<file path="config.mk">
export PLATFORM = sky130hd
export DESIGN_NAME = fetch_unit_flat
export DESIGN_NICKNAME = d
export VERILOG_FILES = /design/src/rtl/fetch_if.sv /design/src/rtl/fetch_unit.sv /design/src/flat_wrapper.sv
export SDC_FILE = /design/constraint.sdc
export NUM_CORES = 1
export LEC_CHECK = 0
export ABC_CLOCK_PERIOD_IN_PS = 3900
export CAP_MARGIN = 20
export CORE_UTILIZATION = 40
export CTS_BUF_LIST = sky130_fd_sc_hd__clkbuf_8
export CTS_CLUSTER_DIAMETER = 120
export CTS_CLUSTER_SIZE = 25
export DETAILED_ROUTE_END_ITERATION = 8
export PLACE_DENSITY_LB_ADDON = 0.3
export SKIP_LAST_GASP = 1
export SLEW_MARGIN = 20
export SYNTH_ARGS = -nofsm -noshare
export SYNTH_HDL_FRONTEND = slang
export SYNTH_SLANG_ARGS = --single-unit
export TNS_END_PERCENT = 50
</file>
<file path="constraint.sdc">
create_clock -name clk -period 3.9 [get_ports clk]
set_clock_uncertainty 0.2 [all_clocks]
set_input_delay 0.585 -clock clk [delete_from_list [all_inputs] [get_ports clk]]
set_output_delay 0.585 -clock clk [all_outputs]
set_load 0.02 [all_outputs]
</file>
<file path="src/rtl/fetch_if.sv">
// Fetch-stage bus: instruction-memory request/response, control-flow
// redirect/trap inputs and the decode-side instruction handshake.
interface fetch_if #(
  parameter int PC_WIDTH = 32
);
  logic                imem_req;
  logic [PC_WIDTH-1:0] imem_addr;
  logic                imem_ready;
  logic [31:0]         imem_rdata;
  logic                redirect_valid;
  logic [PC_WIDTH-1:0] redirect_pc;
  logic                trap;
  logic                ir_valid;
  logic [31:0]         ir;
  logic [PC_WIDTH-1:0] ir_pc;
  logic                ir_ready;
  logic                misaligned;

  // Fetch unit side
  modport master (
    output imem_req, imem_addr, ir_valid, ir, ir_pc, misaligned,
    input  imem_ready, imem_rdata, redirect_valid, redirect_pc, trap, ir_ready
  );

  // Memory / decode / control side
  modport slave (
    input  imem_req, imem_addr, ir_valid, ir, ir_pc, misaligned,
    output imem_ready, imem_rdata, redirect_valid, redirect_pc, trap, ir_ready
  );
endinterface

</file>
<file path="src/rtl/fetch_unit.sv">
// Instruction fetch stage: owns the PC, issues one word fetch per cycle
// while queue credit allows, buffers responses with their PC in a small
// circular queue and presents the head to decode. Redirect/trap flush the
// queue and squash any response still in flight.
module fetch_unit #(
  parameter int                     PC_WIDTH = 32,
  parameter logic [PC_WIDTH-1:0]    INIT_PC  = 'h2000,
  parameter logic [PC_WIDTH-1:0]    TRAP_PC  = 'h0FFC,
  parameter int                     DEPTH    = 2,
  parameter logic [31:0]            NOP_IR   = 32'h0000_0013
) (
  input  logic     clk,
  input  logic     rst_n,
  fetch_if.master  bus
);

  localparam int PTR_W = (DEPTH > 1) ? $clog2(DEPTH) : 1;
  localparam int CNT_W = PTR_W + 1;
  localparam logic [CNT_W:0] DEPTH_L = (CNT_W + 1)'(DEPTH);

  // Architectural state
  logic [PC_WIDTH-1:0] pc_reg;
  logic                active_reg;    // low until the first edge after reset
  logic                pend_reg;      // a response arrives this cycle
  logic [PC_WIDTH-1:0] pend_pc_reg;   // address of that response
  logic                mis_reg;
  logic [PTR_W-1:0]    head_reg;
  logic [PTR_W-1:0]    tail_reg;
  logic [CNT_W-1:0]    count_reg;

  // Queue storage (not reset; contents are only observed when count_reg > 0)
  logic [31:0]         ir_mem [DEPTH];
  logic [PC_WIDTH-1:0] pc_mem [DEPTH];

  // Per-cycle decisions
  logic                ctrl;
  logic                bad_target;
  logic                queue_valid;
  logic                pop;
  logic                write;
  logic [CNT_W:0]      occupancy;
  logic                credit;
  logic                req;
  logic                accept;

  // A misaligned redirect is demoted to a trap; a real trap wins and
  // suppresses the misaligned indication.
  assign ctrl        = bus.redirect_valid | bus.trap;
  assign bad_target  = bus.redirect_valid & ~bus.trap & (bus.redirect_pc[1:0] != 2'b00);
  assign queue_valid = (count_reg != '0);
  assign pop         = queue_valid & bus.ir_ready;
  // Flush discards a response landing in the same cycle (squash).
  assign write       = pend_reg & ~ctrl;

  // Credit counts the slot freed by a same-cycle pop so that a 2-deep
  // queue sustains one fetch per cycle. A response always finds room:
  // the occupancy that granted its request already reserved a slot.
  assign occupancy = {1'b0, count_reg}
                   + {{CNT_W{1'b0}}, pend_reg}
                   - {{CNT_W{1'b0}}, pop};
  assign credit    = (occupancy < DEPTH_L);
  assign req       = active_reg & ~ctrl & credit;
  assign accept    = req & bus.imem_ready;

  assign bus.imem_req   = req;
  assign bus.imem_addr  = pc_reg;
  assign bus.ir_valid   = queue_valid;
  assign bus.ir         = queue_valid ? ir_mem[head_reg] : NOP_IR;
  assign bus.ir_pc      = queue_valid ? pc_mem[head_reg] : INIT_PC;
  assign bus.misaligned = mis_reg;

  // PC sequencing, outstanding-response tracking and misaligned pulse
  always_ff @(posedge clk or negedge rst_n) begin
    if (!rst_n) begin
      pc_reg      <= INIT_PC;
      active_reg  <= 1'b0;
      pend_reg    <= 1'b0;
      pend_pc_reg <= INIT_PC;
      mis_reg     <= 1'b0;
    end else begin
      active_reg <= 1'b1;
      mis_reg    <= bad_target;
      pend_reg   <= accept;
      if (accept) begin
        pend_pc_reg <= pc_reg;
      end
      if (bus.trap || bad_target) begin
        pc_reg <= TRAP_PC;
      end else if (bus.redirect_valid) begin
        pc_reg <= bus.redirect_pc;
      end else if (accept) begin
        pc_reg <= pc_reg + PC_WIDTH'(4);
      end
    end
  end

  // Queue pointers and occupancy; flush beats a same-cycle pop and write
  always_ff @(posedge clk or negedge rst_n) begin
    if (!rst_n) begin
      head_reg  <= '0;
      tail_reg  <= '0;
      count_reg <= '0;
    end else if (ctrl) begin
      head_reg  <= '0;
      tail_reg  <= '0;
      count_reg <= '0;
    end else begin
      if (pop) begin
        head_reg <= head_reg + PTR_W'(1);
      end
      if (write) begin
        tail_reg <= tail_reg + PTR_W'(1);
      end
      count_reg <= count_reg + CNT_W'(write) - CNT_W'(pop);
    end
  end

  // Queue storage write: returned word together with its fetch address
  always_ff @(posedge clk) begin
    if (write) begin
      ir_mem[tail_reg] <= bus.imem_rdata;
      pc_mem[tail_reg] <= pend_pc_reg;
    end
  end

endmodule

</file>
<file path="src/flat_wrapper.sv">
// flat-port wrapper written by rule: the top's interface ports become plain ports
module fetch_unit_flat 
#(
  parameter int                     PC_WIDTH = 32,
  parameter logic [PC_WIDTH-1:0]    INIT_PC  = 'h2000,
  parameter logic [PC_WIDTH-1:0]    TRAP_PC  = 'h0FFC,
  parameter int                     DEPTH    = 2,
  parameter logic [31:0]            NOP_IR   = 32'h0000_0013
)
  (clk, rst_n, bus_imem_req, bus_imem_addr, bus_ir_valid, bus_ir, bus_ir_pc, bus_misaligned, bus_imem_ready, bus_imem_rdata, bus_redirect_valid, bus_redirect_pc, bus_trap, bus_ir_ready);
  fetch_if #(.PC_WIDTH(PC_WIDTH)) bus_i ();
  input  logic clk;
  input  logic rst_n;
  output wire logic [$bits(bus_i.imem_req)-1:0] bus_imem_req;
  output wire logic [$bits(bus_i.imem_addr)-1:0] bus_imem_addr;
  output wire logic [$bits(bus_i.ir_valid)-1:0] bus_ir_valid;
  output wire logic [$bits(bus_i.ir)-1:0] bus_ir;
  output wire logic [$bits(bus_i.ir_pc)-1:0] bus_ir_pc;
  output wire logic [$bits(bus_i.misaligned)-1:0] bus_misaligned;
  input wire logic [$bits(bus_i.imem_ready)-1:0] bus_imem_ready;
  input wire logic [$bits(bus_i.imem_rdata)-1:0] bus_imem_rdata;
  input wire logic [$bits(bus_i.redirect_valid)-1:0] bus_redirect_valid;
  input wire logic [$bits(bus_i.redirect_pc)-1:0] bus_redirect_pc;
  input wire logic [$bits(bus_i.trap)-1:0] bus_trap;
  input wire logic [$bits(bus_i.ir_ready)-1:0] bus_ir_ready;
  assign bus_imem_req = bus_i.imem_req;
  assign bus_imem_addr = bus_i.imem_addr;
  assign bus_ir_valid = bus_i.ir_valid;
  assign bus_ir = bus_i.ir;
  assign bus_ir_pc = bus_i.ir_pc;
  assign bus_misaligned = bus_i.misaligned;
  assign bus_i.imem_ready = bus_imem_ready;
  assign bus_i.imem_rdata = bus_imem_rdata;
  assign bus_i.redirect_valid = bus_redirect_valid;
  assign bus_i.redirect_pc = bus_redirect_pc;
  assign bus_i.trap = bus_trap;
  assign bus_i.ir_ready = bus_ir_ready;
  fetch_unit #(.PC_WIDTH(PC_WIDTH), .INIT_PC(INIT_PC), .TRAP_PC(TRAP_PC), .DEPTH(DEPTH), .NOP_IR(NOP_IR)) u_core (.clk(clk), .rst_n(rst_n), .bus(bus_i));
endmodule
</file>
Word level (Yosys, flattened, before mapping)
Memories as Yosys holds them, arrays and structs flattened.
Index checks and enable logic that the tools add are counted.
{ "word_totals": {"ff_bits": 71, "latch_bits": 0, "ramBits": 128, "rom_bits": 0, "out_inout_bits": 99, "word_cells": 46, "n_memories": 2} }
{ "classes": {"addsub": 7, "mul": 0, "div_mod_pow": 0, "magnitude_cmp": 1, "n_eq_ne": 0, "shifts": 0, "n_mux": 12, "bitwise": 10, "reduce_logical": 6} }
{ "mem_list": {"columns": ["name", "words", "width", "read_ports", "rd_ports_with_merged_regs", "write_ports", "line_no", "source"], "rows": [
  ["u_core.ir_mem", 2, 32, 1, 0, 1, "fetch_unit.sv:32", "logic [31:0] ir_mem [DEPTH];"],
  ["u_core.pc_mem", 2, 32, 1, 0, 1, "fetch_unit.sv:33", "logic [PC_WIDTH-1:0] pc_mem [DEPTH];"]
]} }
{ "op_table": {"columns": ["cell", "n"], "rows": [
  ["$mux W32", 5],
  ["$add A32 B3 Y32 const B", 1],
  ["$reduce_bool A2 Y1", 4],
  ["$and A1 B1 Y1", 7],
  ["$mux W1", 6],
  ["$add A2 B1 Y3", 1],
  ["$lt A3 B2 Y1 const B", 1],
  ["$reduce_bool A3 Y1", 1],
  ["$sub A3 B1 Y3", 1],
  ["$add A1 B1 Y1 const B", 2],
  ["$add A2 B1 Y2", 1],
  ["$mux W2", 1],
  ["$not A1 Y1", 2],
  ["$sub A2 B1 Y2", 1],
  ["$logic_or A1 B1 Y1", 1],
  ["$or A1 B1 Y1", 1]
]} }

Longest topological paths before layout
Gate-level depths: netlist of run 1.
{ "logic_depth": {"depth_word": 9, "ltp_mapped": 12, "mapped_depth_nobuf": 11} }

Worst setup path before layout of run 1
OpenSTA, ideal clock, no wires.
{ "synth_timing": {"path_kind": "input-to-reg", "startpoint": "input bus_redirect_valid", "endpoint": "memory u_core.ir_mem[0][0] (enable)", "t_arrival_ps": 4035, "setup_slack_ps": -828, "stages": 4, "n_path_buf": 1, "cell_sequence": "clkbuf_1 nor2_1 and2_1 nor2b_1"} }
{ "synth_via": {"elab_chain_len": 5} }
{ "synth_rtl": {"columns": ["element", "line_no", "source"], "rows": [
  ["start, declared", "flat_wrapper.sv:22", "input wire logic [$bits(bus_i.redirect_valid)-1:0] bus_redirect_valid;"],
  ["$or A1 B1 Y1", "fetch_unit.sv:48", "assign ctrl = bus.redirect_valid | bus.trap;"],
  ["$not A1 Y1", "fetch_unit.sv:53", "assign write = pend_reg & ~ctrl;"],
  ["$and A1 B1 Y1", "fetch_unit.sv:53", null],
  ["$mux W1", "fetch_unit.sv:120", "if (write) begin"],
  ["$mux W1 (not written as such)", "fetch_unit.sv:121", "ir_mem[tail_reg] <= bus.imem_rdata;"],
  ["end, declared", "fetch_unit.sv:32", null]
]} }
No other way between the ends.

Final worst setup path of run 1
{ "layout_timing": {"startpoint": "register u_core.count_reg[1]", "endpoint": "output bus_imem_req"} }
{ "layout_via": {"elab_chain_len": 5, "word_cells_on_any_way": 6} }
{ "layout_rtl": {"columns": ["element", "line_no", "source"], "rows": [
  ["start, declared", "fetch_unit.sv:29", "logic [CNT_W-1:0] count_reg;"],
  ["start signal, assigned", "fetch_unit.sv:114", "count_reg <= count_reg + CNT_W'(write) - CNT_W'(pop);"],
  ["parallel branches: the longest is 2 deep, another holds $add A2 B1 Y3", null, null],
  ["$sub A3 B1 Y3 *", "fetch_unit.sv:60", "- {{CNT_W{1'b0}}, pop};"],
  ["$lt A3 B2 Y1 *", "fetch_unit.sv:61", "assign credit = (occupancy < DEPTH_L);"],
  ["$and A1 B1 Y1 *", "fetch_unit.sv:62", "assign req = active_reg & ~ctrl & credit;"],
  ["end, declared", "flat_wrapper.sv:14", "output wire logic [$bits(bus_i.imem_req)-1:0] bus_imem_req;"]
]} }
Every way passes the cells marked *.

==> summary.md, run 1 <==
| Metric | Value |
|---|---|
| Mapped Avg Cell Area | 12.2 um2 |
| Area leader, netlist | edfxtp_1 |
| Critical path's slowest cell | dfrtp_1 |
| P per Cell Area | 378 mW/mm2 |
| # hold bufs at CTS | 0 |
| Vias in the first global route | 5489 |
| Most frequent cell after synthesis | edfxtp_1 |
| Crit share post-route | 0.865 |
| DP HPWL | 12500 um |
| Top Ports | 169 |
| Largest net degree at the start of global routing | 72 |
| Crit-path cells | nor2_4 > inv_1 > nand2_1 > nor2_1 > fa_1 > xor2_1 > nor3_1 > dlymetal6s2s_1 |
| Routed Wire Length | 18900 um |
| Unrepaired setup endpoints after global routing | false |
| Core region area | 0.0204 mm2 |
| Area growth, synth to finish | 29.8% |
| Initial cell density of the core | 0.411 |
| Crit path kind | reg -> out |
| Mux share of post-synthesis cell area | 0.0791 |
| Setup_tns | 0 ns |
| # port buffers | 168 |
| Post-DR vias/cell | 5.11 |
| Mapped cell area | 0.00837 mm2 |
| Routability Congestion | 0.856 |
| Worst Hold Class | in -> async |
| Max VDD drop | 0.000189 V |
| EDFF count, synth | 128 |
| Site row count | 52 |
| Post-synthesis cell type count | 57 |
| RR Startpoint | u_core.count_reg[1] |
| Compound-Gate Fraction of Synth Area | 0.0567 |
| Die ar. | 0.0215 mm2 |
| Adder-cell share of the synthesized area | 0.00688 |
| RR Endpoint | u_core.bus.imem_addr[3] |
| CTS H-Tree Depth | 4 |
| Synth area leaders | edfxtp_1 (46%), dfrtp_1 (21%), mux2i_1 (7.8%), nand2_1 (5.6%), nor2_1 (3.5%) |
| Vias | 5795 |
| Clock root buffer master | clkbuf_8 |
| Yosys Warn Count | 0 |
| Clock tree buffer depth | 2 |
| Total congestion overflow | 0 |
| DRC viols | 0 |
| Final Setup Violations | 0 |
| Total global-route track usage | 0.182 |
| Tmin final | 3.37 ns |
| Chip Height | 147 um |
| Horiz. Die Dim | 147 um |
| Post-synth top cells | edfxtp_1 (128), nand2_1 (125), nor2_1 (79) |
| Clock slew at reported path FFs | 0.11 ns |
| Worst-skew pair later-pin latency | 0.47 ns |
| Leak Pwr | 3.93 nW |
| Initial antenna violation count | 0 |
| Crit path required time | 3.12 ns |
| First-pass GRT wire length | 29900 um |
| Worst Tran Pin Value | 0.918 ns |
| Flop2flop setup slack | 0.65 ns |
| Maximum Capacitance Violations | 0 |
| FMAX | 296 MHz |
| Initial DRC Count | 382 |
| Drt wl/cell | 16.7 um |
| Largest family of logic cells by synthesized area | simple AND/OR/NAND/NOR gates |
| CTS Buf Count | 17 |
| Synth Area in XOR/XNOR | 0.0126 |
| Layout cells sized above 1 | 0.0730 |
| Critical Path AT | 2.59 ns |
| Crit path capture type | output port |
| CP max FO | 6 |
| Clock sinks | 199 |
| Most frequently used flop master after synthesis | edfxtp_1 |
| Initial DRT Pass Iterations | 5 |
| Core Util, Final | 0.533 |
| Sequential fraction of the synthesis area | 0.672 |
| # diodes | 0 |
| Instance count of the mapped netlist | 684 |
| CTS tree | built |
| Share of the synthesized area in the top cell type | 0.459 |
| Slew HR | 0.388 |
| Share of synthesized registers carrying an async set or reset | 0.357 |
| Remaining antenna violation count | 0 |
| Slew Viols, Final | 0 |
| Final net count | 925 |
| Status | complete, no violations |
| Worst reg2reg path depth | 12 |
| Final hold viol count | 0 |
| Seq cells post-synth | 199 |
| Syn_nets | 758 |
| Top Registers | u_core.ir_mem x64, u_core.pc_mem x64 |
| Slowest stage delay, CP | 0.48 ns |
| Worst setup SP type | flop |
| Simple-Gate Fraction of Synth Area | 0.151 |
## per-layer routing
| layer | wire (um) | GRT usage | vias up |
|---|---|---|---|
| met5 | 0 | 0 | - |
| met2 | 8540 | 0.274 | 227 |
| li1 | - | - | 2786 |
| met1 | 8770 | 0.261 | 2764 |
| met3 | 1390 | 0.0400 | 18 |
| met4 | 180 | 0.0594 | 0 |
## cell usage in the layout, fill, tap and decap left out, drive strengths merged, types with 4 or more instances in the layout
cell type,Yosys,layout
a21oi,18,18
and2,6,6
and4,4,4
buf,4,19
bufinv,0,4
clkbuf,34,18
clkdlybuf4s50,0,166
dfrtp,69,69
edfxtp,128,128
inv,7,14
mux2i,65,65
nand2,125,125
nand2b,4,4
nand3,12,12
nand4,9,9
nor2,79,79
nor3,7,7
nor4,11,11
o21ai,26,26
or2,4,4
or3,7,7
or4,4,4
xnor2,8,8
xor2,4,4
## cell families after synthesis
logic type	after synthesis
simple gates	281
compound gates	75
xor+xnor	12
other cells	1
mux	66
buf+inv	46
flops	199
fa+ha+maj	4
## worst max-delay path, delay by kind of cell, from the launching register on
family / cells / cell delay, ns
XOR/XNOR: 1 / 0.19
adder cells (fa/ha/maj): 1 / 0.40
buffers and inverters: 2 / 0.40
flip-flops: 1 / 0.48
AND/OR/NAND/NOR: 4 / 0.66
## stage by stage
step | hold WS, ns | std cells | worst slack (ns) | instance area (um2) | total power [W]
floorplan | 0.0894 | 684 | 0.406 | 8370 | 0.00253
global placement | 0.249 | 1102 | 0.214 | 10400 | 0.00270
detailed placement | 0.257 | 1102 | 0.234 | 10400 | 0.00271
CTS | 0.0522 | 1133 | 0.0737 | 10900 | 0.00414
global route | 0.0898 | 1133 | 0.358 | 10900 | 0.00426
finish | 0.0220 | 1133 | 0.526 | 10900 | 0.00410
## power by group
group	switching [W]	internal (W)
Combinational	0.000155	0.000145
Sequential	0.0000541	0.00231
Clock	0.000718	0.000723
Total	0.000927	0.00318
## cell type report
type / count / area, um2
clock buffer: 18 / 248
clock inverter: 13 / 189
fill: 1762 / 9510
inverter: 8 / 30.0
multi-input combinational: 439 / 2580
sequential: 199 / 5630
tap: 270 / 338
timing repair buffer: 186 / 1840
## worst max path at each step
stage | from | endpoint | slack, ns | depth (start not counted)
after floorplan | bus_redirect_valid | u_core.ir_mem[0][0] | 0.41 | 4
after global placement | bus_ir_ready | bus_imem_req | 0.21 | 7
after detailed placement | bus_ir_ready | bus_imem_req | 0.23 | 7
after CTS | u_core.count_reg[1] | bus_imem_req | 0.07 | 8
after global routing | u_core.count_reg[1] | bus_imem_req | 0.36 | 8
final | u_core.count_reg[1] | bus_imem_req | 0.53 | 8
## what timing repair did
action / CTS / global route
endpoints found under the setup margin: 0 / 1
resized for setup: 0 / 1
setup buffers: 0 / 0
Note: power is estimated with default switching activity, not from simulation.
==> inputs of run 2 (changes only) <==
Settings changed: ABC_CLOCK_PERIOD_IN_PS 3900 to 4300.
Clock period 3.9 ns to 4.3 ns, I/O delays scaled along.
==> summary.md, run 2 (synthesis gave the netlist of run 1 again) <==
| Metric | Value |
|---|---|
| Status | complete, no violations |
| Setup_tns | 0 ns |
| Core Util, Final | 0.527 |
| Leading cell types in the layout, fill and taps excluded | clkdlybuf4s50_1 (167), edfxtp_1 (128), nand2_1 (125) |
| Area of the multi-input gates | 0.00258 mm2 |
| Crit share post-route | 0.902 |
| Clock root buffer master | clkbuf_8 |
| DP HPWL | 12300 um |
| Largest net degree at the start of global routing | 72 |
| Vias | 5827 |
| Initial cell density of the core | 0.411 |
| # diodes | 0 |
| # Post-CTS Setup Buffers | 0 |
| Slew HR | 0.378 |
| Routed Wire Length | 18900 um |
| First-pass GRT wire length | 29900 um |
| Remaining antenna violation count | 0 |
| Final net count | 917 |
| Worst-skew pair later-pin latency | 0.46 ns |
| Final hold viol count | 0 |
| Horiz. Die Dim | 147 um |
| Core region area | 0.0204 mm2 |
| Crit-path cells | nor2_4 > inv_1 > nand2_1 > nor2_1 > fa_1 > xor2_1 > nor3_1 > clkdlybuf4s50_1 |
| Maximum Capacitance Violations | 0 |
| Post-Place Setup Slack | 0.474 ns |
| Worst reg2reg path depth | 11 |
| Clock sinks | 199 |
| Site row count | 52 |
| Vias in the first global route | 5443 |
| Routability Congestion | 0.877 |
| Most common cell after layout, fill and taps aside | clkdlybuf4s50_1 |
| Chip Height | 147 um |
| Clock slew at reported path FFs | 0.09 ns |
| CP endpoint | bus_imem_req |
| Final Cell Area | 0.0107 mm2 |
| P per Cell Area | 331 mW/mm2 |
| Total global-route track usage | 0.181 |
| Total congestion overflow | 0 |
| Top Ports | 169 |
| Final Setup Violations | 0 |
| Critical Path AT | 3.03 ns |
| Die ar. | 0.0215 mm2 |
| RR Startpoint | u_core.count_reg[1] |
| Worst setup SP type | flop |
| Slowest stage delay, CP | 0.68 ns |
| GR peak layer | met2 |
| Drt wl/cell | 16.8 um |
| Tmin final | 3.88 ns |
| Crit path kind | reg -> out |
| Flop2flop setup slack | 1.07 ns |
| Critical path depth | 8 |
| Final WS setup | 0.423 ns |
| Worst Tran Pin Value | 0.933 ns |
| CTS Buf Count | 17 |
| Layout cells sized above 1 | 0.0596 |
| Post-CTS Resized | 0 |
| Initial DRC Count | 392 |
| FF+latch area | 0.00563 mm2 |
| Max VDD drop | 0.000190 V |
| FMAX | 258 MHz |
| Met3 GRT Util | 0.0425 |
| Initial DRT Pass Iterations | 6 |
| Leak Pwr | 3.84 nW |
| Post-DP Area | 0.0104 mm2 |
| DRC viols | 0 |
| Final Total Pwr | 0.00355 W |
| Critical path's slowest cell | clkdlybuf4s50_1 |
| CTS tree | built |
| Crit path capture type | output port |
| Worst Path Buf+Inv | 2 |
| Crit path from | u_core.count_reg[1] |
| RR Endpoint | u_core.bus.imem_addr[7] |
| Unrepaired setup endpoints after global routing | false |
| Post-DR vias/cell | 5.17 |
| Initial antenna violation count | 0 |
| Crit path required time | 3.45 ns |
| CP max FO | 6 |
| Area growth, synth to finish | 28.3% |
| Met1 GRT Util | 0.264 |
| Slew Viols, Final | 0 |
| M2 GR Usage | 0.271 |
| CTS H-Tree Depth | 4 |
| # fillers | 1776 |
| Crit-path leading delay family | buffers and inverters |
| # port buffers | 168 |
| Top Registers | u_core.ir_mem x64, u_core.pc_mem x64 |
| Worst Hold Class | in -> async |
| Clock tree buffer depth | 2 |
| # hold bufs at CTS | 0 |
## run 2: changes by cell type in the layout (fill, tap and decap cells not counted), sizes merged
cell           delta
buf               -8
bufinv            -2
clkbuf            -1
clkdlybuf4s50     +1
clkinv            +2
clkinvlp          +2
dlymetal6s2s      -1
## run 2: worst min path at each step
stage	startpoint	to	slack [ns]	depth (start not counted)
after floorplan	rst_n	u_core.active_reg	0.15	0
after global placement	u_core.pend_pc_reg[5]	u_core.pc_mem[0][5]	0.25	0
after detailed placement	u_core.pend_pc_reg[6]	u_core.pc_mem[0][6]	0.26	0
after CTS	rst_n	u_core.bus.imem_addr[15]	0.11	1
after global routing	rst_n	u_core.pend_pc_reg[17]	0.16	1
final	rst_n	u_core.pend_pc_reg[17]	0.11	1
## run 2: per-stage QoR
stage,hold slack (ns),instances
after floorplan,0.149,684
after global placement,0.250,1094
after detailed placement,0.258,1094
after CTS,0.112,1126
after global routing,0.160,1126
final,0.110,1126
## run 2: layout make-up
class	count	share of cell area
Clock buffer	17	0.0218
Clock inverter	15	0.0132
Inverter	8	0.00280
Multi-Input combinational cell	439	0.241
Sequential cell	199	0.524
Tap cell	270	0.0315
Timing Repair Buffer	178	0.166
## run 2: power by group
group	internal, W	total, W	switching (W)
clock network	0.000511	0.00114	0.000627
logic	0.000129	0.000269	0.000140
registers	0.00209	0.00214	0.0000483
## run 2: layer usage
metal  up-vias  wire length (um)
met4         0               178
met3        19              1420
met2       264              8560
met5         -                 0
met1      2774              8740
li1       2770                 -
## run 2: worst register-to-register path, cell delays in order (launching register included)
cell     delay (ns)
dfrtp_1        0.48
nor2_4         0.12
inv_1          0.12
nand2_1        0.15
nor2_1         0.07
fa_1           0.55
nand3_1        0.16
or2_2          0.44
o21ai_0        0.23
nor2b_1        0.32
buf_4          0.22
a21oi_1        0.07
==> inputs of run 3 (changes only) <==
Settings changed: TNS_END_PERCENT 50 to 10.
==> results of run 3 <==
Final layout, timing and power as in run 2 (identical DEF).
